`config.mk`:
```
export PLATFORM = sky130hd
export DESIGN_NAME = npu_param_loader
export DESIGN_NICKNAME = d
export VERILOG_FILES = /design/src/rtl/npu_param_loader.sv
export SDC_FILE = /design/constraint.sdc
export NUM_CORES = 1
export LEC_CHECK = 0
export ABC_CLOCK_PERIOD_IN_PS = 2750
export BUFFER_PORTS_ARGS = -buffer_cell sky130_fd_sc_hd__buf_2
export CAP_MARGIN = 10
export CORE_AREA = 2 2 244 246
export CTS_CLUSTER_DIAMETER = 40
export DETAILED_ROUTE_END_ITERATION = 6
export DIE_AREA = 0 0 246 248
export HOLD_SLACK_MARGIN = 0.02
export PLACE_DENSITY = 0.66
export SYNTH_ARGS = -nofsm -noshare
export SYNTH_HDL_FRONTEND = slang
export SYNTH_SLANG_ARGS = --single-unit
```
`constraint.sdc`:
```
create_clock -name clk -period 2.75 [get_ports clk]
set_input_delay 0.825 -clock clk [delete_from_list [all_inputs] [get_ports clk]]
set_output_delay 0.825 -clock clk [all_outputs]
set_load 0.02 [all_outputs]
```
`src/rtl/npu_param_loader.sv`:
```
// npu_param_loader: streams a full NPU parameter set (weights, then biases) into packed output registers.
// Latency: params_valid rises one cycle after the last accepted word. Optional XOR checksum word when NPU_PARAM_LOADER_CKSUM_EN is defined.
// Backpressure: s_ready is high whenever a load is in progress; s_valid=0 stalls the load indefinitely.
//
// Ports:
//   clk, rst_n            - system clock, asynchronous active-low reset
//   start                 - request a new load (honoured only while idle)
//   s_data/s_valid/s_ready - parameter word stream (valid/ready handshake)
//   weights_flat          - WEIGHT_WORDS packed words, first streamed word at the LSBs
//   biases_flat           - BIAS_WORDS packed words, first bias word at the LSBs
//   params_valid          - complete (and, with checksum, verified) set present
//   busy                  - load in progress
//   cksum_err             - last load failed its checksum (always 0 without the checksum option)
module npu_param_loader #(
    parameter int DATA_WIDTH   = 8,
    parameter int WEIGHT_WORDS = 64,
    parameter int BIAS_WORDS   = 12
) (
    input  logic                               clk,
    input  logic                               rst_n,
    input  logic                               start,
    input  logic [DATA_WIDTH-1:0]              s_data,
    input  logic                               s_valid,
    output logic                               s_ready,
    output logic [WEIGHT_WORDS*DATA_WIDTH-1:0] weights_flat,
    output logic [BIAS_WORDS*DATA_WIDTH-1:0]   biases_flat,
    output logic                               params_valid,
    output logic                               busy,
    output logic                               cksum_err
);

    localparam int MAX_WORDS = (WEIGHT_WORDS > BIAS_WORDS) ? WEIGHT_WORDS : BIAS_WORDS;
    localparam int CNT_W     = $clog2(MAX_WORDS + 1);

    localparam logic [CNT_W-1:0] W_LAST = CNT_W'(WEIGHT_WORDS - 1);
    localparam logic [CNT_W-1:0] B_LAST = CNT_W'(BIAS_WORDS - 1);

    typedef enum logic [1:0] {
        IDLE   = 2'd0,
        LOAD_W = 2'd1,
        LOAD_B = 2'd2
`ifdef NPU_PARAM_LOADER_CKSUM_EN
        ,
        CKSUM  = 2'd3
`endif
    } state_t;

    state_t                               r_state;
    state_t                               w_state_nxt;
    logic [CNT_W-1:0]                     r_cnt;
    logic [WEIGHT_WORDS*DATA_WIDTH-1:0]   r_weights;
    logic [BIAS_WORDS*DATA_WIDTH-1:0]     r_biases;
    logic                                 r_params_valid;
    logic                                 w_xfer;

`ifdef NPU_PARAM_LOADER_CKSUM_EN
    logic [DATA_WIDTH-1:0]                r_cksum;
    logic                                 r_cksum_err;
`endif

    assign w_xfer = s_valid & s_ready;

    // ---------------- FSM: state register ----------------
    always_ff @(posedge clk or negedge rst_n) begin
        if (!rst_n) begin
            r_state <= IDLE;
        end else begin
            r_state <= w_state_nxt;
        end
    end

    // ---------------- FSM: next-state logic ----------------
    always_comb begin
        w_state_nxt = r_state;
        case (r_state)
            IDLE: begin
                if (start) begin
                    w_state_nxt = LOAD_W;
                end
            end
            LOAD_W: begin
                if (w_xfer && (r_cnt == W_LAST)) begin
                    w_state_nxt = LOAD_B;
                end
            end
            LOAD_B: begin
                if (w_xfer && (r_cnt == B_LAST)) begin
`ifdef NPU_PARAM_LOADER_CKSUM_EN
                    w_state_nxt = CKSUM;
`else
                    w_state_nxt = IDLE;
`endif
                end
            end
`ifdef NPU_PARAM_LOADER_CKSUM_EN
            CKSUM: begin
                if (w_xfer) begin
                    w_state_nxt = IDLE;
                end
            end
`endif
            default: w_state_nxt = IDLE;
        endcase
    end

    // ---------------- FSM: outputs ----------------
    // Not ready in IDLE, so the start cycle can never also carry a transfer.
    always_comb begin
        s_ready = 1'b0;
        busy    = 1'b0;
        if (r_state != IDLE) begin
            s_ready = 1'b1;
            busy    = 1'b1;
        end
    end

    // ---------------- datapath ----------------
    // Each transfer writes only the slot selected by the counter; all other
    // words keep the value from the previous load until they are overwritten.
    always_ff @(posedge clk or negedge rst_n) begin
        if (!rst_n) begin
            r_cnt          <= '0;
            r_weights      <= '0;
            r_biases       <= '0;
            r_params_valid <= 1'b0;
`ifdef NPU_PARAM_LOADER_CKSUM_EN
            r_cksum        <= '0;
            r_cksum_err    <= 1'b0;
`endif
        end else begin
            case (r_state)
                IDLE: begin
                    if (start) begin
                        r_cnt          <= '0;
                        r_params_valid <= 1'b0;
`ifdef NPU_PARAM_LOADER_CKSUM_EN
                        r_cksum        <= '0;
                        r_cksum_err    <= 1'b0;
`endif
                    end
                end
                LOAD_W: begin
                    if (w_xfer) begin
                        for (int k = 0; k < WEIGHT_WORDS; k++) begin
                            if (r_cnt == CNT_W'(k)) begin
                                r_weights[k*DATA_WIDTH +: DATA_WIDTH] <= s_data;
                            end
                        end
`ifdef NPU_PARAM_LOADER_CKSUM_EN
                        r_cksum <= r_cksum ^ s_data;
`endif
                        r_cnt <= (r_cnt == W_LAST) ? '0 : r_cnt + 1'b1;
                    end
                end
                LOAD_B: begin
                    if (w_xfer) begin
                        for (int k = 0; k < BIAS_WORDS; k++) begin
                            if (r_cnt == CNT_W'(k)) begin
                                r_biases[k*DATA_WIDTH +: DATA_WIDTH] <= s_data;
                            end
                        end
`ifdef NPU_PARAM_LOADER_CKSUM_EN
                        r_cksum <= r_cksum ^ s_data;
`endif
                        if (r_cnt == B_LAST) begin
                            r_cnt <= '0;
`ifndef NPU_PARAM_LOADER_CKSUM_EN
                            r_params_valid <= 1'b1;
`endif
                        end else begin
                            r_cnt <= r_cnt + 1'b1;
                        end
                    end
                end
`ifdef NPU_PARAM_LOADER_CKSUM_EN
                CKSUM: begin
                    // r_cksum already holds the XOR of every weight and bias word.
                    if (w_xfer) begin
                        if (s_data == r_cksum) begin
                            r_params_valid <= 1'b1;
                        end else begin
                            r_cksum_err <= 1'b1;
                        end
                    end
                end
`endif
                default: begin
                end
            endcase
        end
    end

    assign weights_flat = r_weights;
    assign biases_flat  = r_biases;
    assign params_valid = r_params_valid;
`ifdef NPU_PARAM_LOADER_CKSUM_EN
    assign cksum_err    = r_cksum_err;
`else
    assign cksum_err    = 1'b0;
`endif

endmodule

```
; ---- Word level (Yosys, flattened, before mapping)
; Cells that the tools add are included.
[classes]
bitwise_logic = 1
n_addsub = 1
reduce_logical = 86
muxes = 15
n_eq_ne = 71
[ops]
columns = op, count
row1 = 3-bit AND reduction, 77
row2 = "7-bit by 6-bit == test with 1-bit output, second input constant", 32
row3 = "7-bit by 5-bit == test with 1-bit output, second input constant", 16
row4 = "7-bit by 4-bit == test with 1-bit output, second input constant", 8
row5 = 7-bit two-way mux, 5
row6 = "7-bit by 3-bit == test with 1-bit output, second input constant", 4
row7 = 7-bit one-hot mux with 3 select lines, 1
row8 = "7-bit by 2-bit == test with 1-bit output, second input constant", 2
row9 = "2-bit != test, second input constant", 6
row10 = 4-bit AND reduction, 2
row11 = "7-bit by 1-bit adder with 7-bit output, second input constant", 1
row12 = "7-bit by 1-bit == test with 1-bit output, second input constant", 1
row13 = 7-bit zero test, 1
row14 = 2-bit two-way mux, 3
row15 = 2-bit one-hot mux with 3 select lines, 1
row16 = 1-bit two-way mux, 4
row17 = 2-bit nonzero test, 2
row18 = 3-bit nonzero test, 1
row19 = "2-bit by 1-bit == test with 1-bit output, second input constant", 1
row20 = "2-bit == test, second input constant", 1
row21 = 1-bit logical AND, 2
row22 = 2-bit zero test, 1
row23 = 1-bit one-hot mux with 2 select lines, 1
row24 = 1-bit bitwise AND, 1
[word_totals]
output_inout_bits = 612
regBits = 618
wordCells = 253

; ---- Longest topological paths before layout
[depth]
word_depth = 6
depth_mapped = 9
mapped_depth_nobuf = 7

; ---- Worst setup path after synthesis
; Ideal clock, no wire load.
[synth_path]
path_type = input to register
startpoint = input s_valid
endpoint = register r_weights[71] (netlist: weights_flat[71])
path_buffers = 1
cell_stages = 6
arrival_time_ns = 2.151
setup_time_ns = 0.125
setup_slack_ns = 0.473
required_time_ns = 2.625
cell_sequence = nor3b_2 nand2_1 nor3_4 buf_8 nand3_4 mux2_4
[synth_between]
elab_chain_len = 2
[synth_rtl]
columns = item, line_no
row1 = from (decl), 23  ; input logic s_valid,
row2 = 1-bit bitwise AND, 61  ; assign w_xfer = s_valid & s_ready;
row3 = 3-bit AND reduction (no source line), n/a
row4 = "to (signal, indexed assignment)", 146  ; r_weights[k*DATA_WIDTH +: DATA_WIDTH] <= s_data;
row5 = to (decl), 51  ; logic [WEIGHT_WORDS*DATA_WIDTH-1:0] r_weights;
; Every way passes these cells.
; A chain may end at the register's enable or synchronous reset.

; ---- Worst setup path in the final report
[layout_path]
startpoint = register r_state[0]
endpoint = output s_ready
[layout_between]
elab_chain_len = 2
[layout_rtl]
columns = item, line_no
row1 = from (decl), 48  ; state_t r_state;
row2 = from (signal assigned), 68  ; r_state <= w_state_nxt;
row3 = 2-bit nonzero test, 111  ; if (r_state != IDLE) begin
row4 = 1-bit two-way mux, 111
row5 = to (decl), 24  ; output logic s_ready,
; Every way passes these cells.

==> results.sh <==
export IMPL_critPathCaptureType="primary output"
export IMPL_cp_depth=5
export IMPL_synth_edf_count=0
export IMPL_power_density_nw_per_um2=740
export IMPL_area_growth_pct=31.1
export IMPL_utilization=0.544
export IMPL_diodes=0
export IMPL_clockBufferDepth=3
export IMPL_multiInputGateArea_sq_um=8360
export IMPL_grt_pass1_wl_um=109000
export IMPL_status="finished clean"
export IMPL_hold_class="in -> async"
export IMPL_synth_cell_area_sq_um=24200
export IMPL_final_cell_mix="buf_2 (619), dfrtp_1 (618), mux2_2 (521)"
export IMPL_total_power_w=0.0235
export IMPL_synthFlopType="dfrtp_1"
export IMPL_rsz0062_at_grt="no"
export IMPL_slowest_stage="dfrtp_1"
export IMPL_cts_inserted_buffers=85
export IMPL_drtPass1Iterations=4
export IMPL_async_reset_ff_frac=1.00
export IMPL_cp_slowest_stage_delay_ps=410
export IMPL_via_count=15700
export IMPL_fmax_mhz=376
export IMPL_crit_buf_inv=4
export IMPL_rows=89
export IMPL_path_class="reg -> out"
export IMPL_synth_cells=1493
export IMPL_finalWorstPathRequiredPeriod_ps=2660
export IMPL_worst_pin_slew_ps=1160
export IMPL_initial_utilization=0.415
export IMPL_post_synth_cell_area_avg_sq_um=16.2
export IMPL_grt_pass1_vias=16200
export IMPL_die_area_sq_um=61000
export IMPL_gr_total_overflow=0
export IMPL_ctsHtreeMaxLevel=3
export IMPL_period_share=0.967
export IMPL_final_common_cell="buf_2"
export IMPL_path_delay_family="buffers and inverters"
export IMPL_ys_ff_latch=618
export IMPL_dp_hpwl_um=51000
export IMPL_path_max_fanout=6
export IMPL_die_width_um=246
export IMPL_clock_latency_ps=630
export IMPL_cts_setup_buffers=0
export IMPL_cp_data_required_time_ps=1930
export IMPL_yosysSeqAreaShare=0.638
export IMPL_dp_cells=2875
export IMPL_arrival_ps=1830
export IMPL_clkSinkCount=618
export IMPL_setup_tns_ps=0
export IMPL_core_area_sq_um=58500
export IMPL_slew_headroom=0.224
export IMPL_clock_skew_ps=22.3
export IMPL_drive_above_1_share=0.672
export IMPL_dieHeight_um=248
export IMPL_ir_drop_uv=513
export IMPL_synth_distinct_cells=39
export IMPL_portBuffers=622
export IMPL_cts_root_buffer="clkbuf_16"
export IMPL_cts_hold_buf=0
export IMPL_finalHoldViolCount=0
export IMPL_vias_per_cell=5.16
export IMPL_gp_congestion=0.805
export IMPL_regArea_sq_um=15500
export IMPL_maxSlewViolCount=0
export IMPL_io_pins=624
export IMPL_startpoint_type="flop"
export IMPL_grt_max_degree=77
export IMPL_reg2regPathDepth=6
export IMPL_max_cap_violations=0
export IMPL_crit_chain="inv_1 > ha_4 > inv_2 > buf_4 > buf_2"
export IMPL_grtUsageTotal=0.243
export IMPL_totalWireLength_um=75300
export IMPL_ant_nets=0
export IMPL_cts_tree="done"
export IMPL_avgRoutedWirePerCell_um=24.8
export IMPL_fill_cells=4877
export IMPL_final_cells=3032
export IMPL_setup_viol=0
export IMPL_antenna_found_initial=2
export IMPL_ys_warn_count=0
export IMPL_syn_nets=1514
export IMPL_p_leak_nw=18.1
export IMPL_drt_iter0_drc=541
export IMPL_final_nets=2210
export IMPL_clk_pin_slew_ps=60
export IMPL_drc=0
through the flow:
| stage | area, sq um | hold WS [ps] | setup slack [ps] |
|---|---|---|---|
| after floorplan | 24200 | 529 | 473 |
| after global placement | 28800 | 473 | 199 |
| after detailed placement | 28800 | 480 | 185 |
| after CTS | 31800 | 76.2 | 29.3 |
| after global routing | 31800 | 89.2 | 6.34 |
| final | 31800 | 89.7 | 91.1 |
cell type report:
type | count | area share
flip-flops and latches | 618 | 0.486
multi-input cells | 771 | 0.263
repair buffers | 702 | 0.126
clock buffers | 103 | 0.0732
well taps | 773 | 0.0304
clock inverters | 54 | 0.0203
inverters | 11 | 0.00130
report_power, final:
part	total, W	leakage [nW]	switching, W	internal (W)
logic	0.00256	8.03	0.00170	0.000861
clock network	0.0113	1.43	0.00442	0.00686
registers	0.00970	8.60	0.000225	0.00947
total	0.0235	18.1	0.00634	0.0172
metal layers:
layer	vias up	track usage	wire length, um
met2	530	0.402	37100
met5	-	0	25
met4	4	0.0961	2640
li1	6704	-	-
met1	8277	0.301	30100
met3	135	0.0706	5450
cell usage after synthesis, types with 7 or more instances:
master    count  area [sq um]
nor2b_1       7          43.8
nand3_4      10           175
ha_1          9           113
nand3_2      13           130
nor2_2       20           125
dfrtp_1     618         15500
mux2_4       80          1200
nand2_1      32           120
inv_1        11          41.3
nand2_2      10          62.6
mux2_2      521          5870
mux2_1        8          90.1
nand3_1      10          50.1
buf_2        16          80.1
and2_1        7          43.8
clkbuf_1     71           267
path summary, 6_finish.rpt:
kind	from	endpoint	slack (ps)
max	r_state[0]	s_ready	90
min	rst_n	weights_flat[414]	90
max reg2reg	r_state[1]	weights_flat[136]	290
min reg2reg	weights_flat[125]	weights_flat[125]	490
max in group asynchronous	rst_n	weights_flat[360]	1740
min in group clk	weights_flat[125]	weights_flat[125]	490
timing repair:
action,4_1_cts,5_1_grt
hold endpoints to repair,0,0
setup endpoints to repair,2,1
gates resized for setup,3,1
flip-flops by register name (all words and copies together) (netlist names):
register and count:
biases_flat 96, params_valid 1, r_cnt 7, r_state 2, weights_flat 512
logic make-up after synthesis:
kind of cell             count (synthesis)  share of synthesized area
flip-flops                             618                      0.638
multiplexers                           609                      0.295
AND/OR/NAND/NOR                        132                     0.0384
buffers and inverters                  104                     0.0184
AO/OA/AOI/OAI                           20                    0.00521
adder cells (fa/ha/maj)                  9                    0.00465
other                                    1                   0.000155
(Power assumes the default switching activity.)
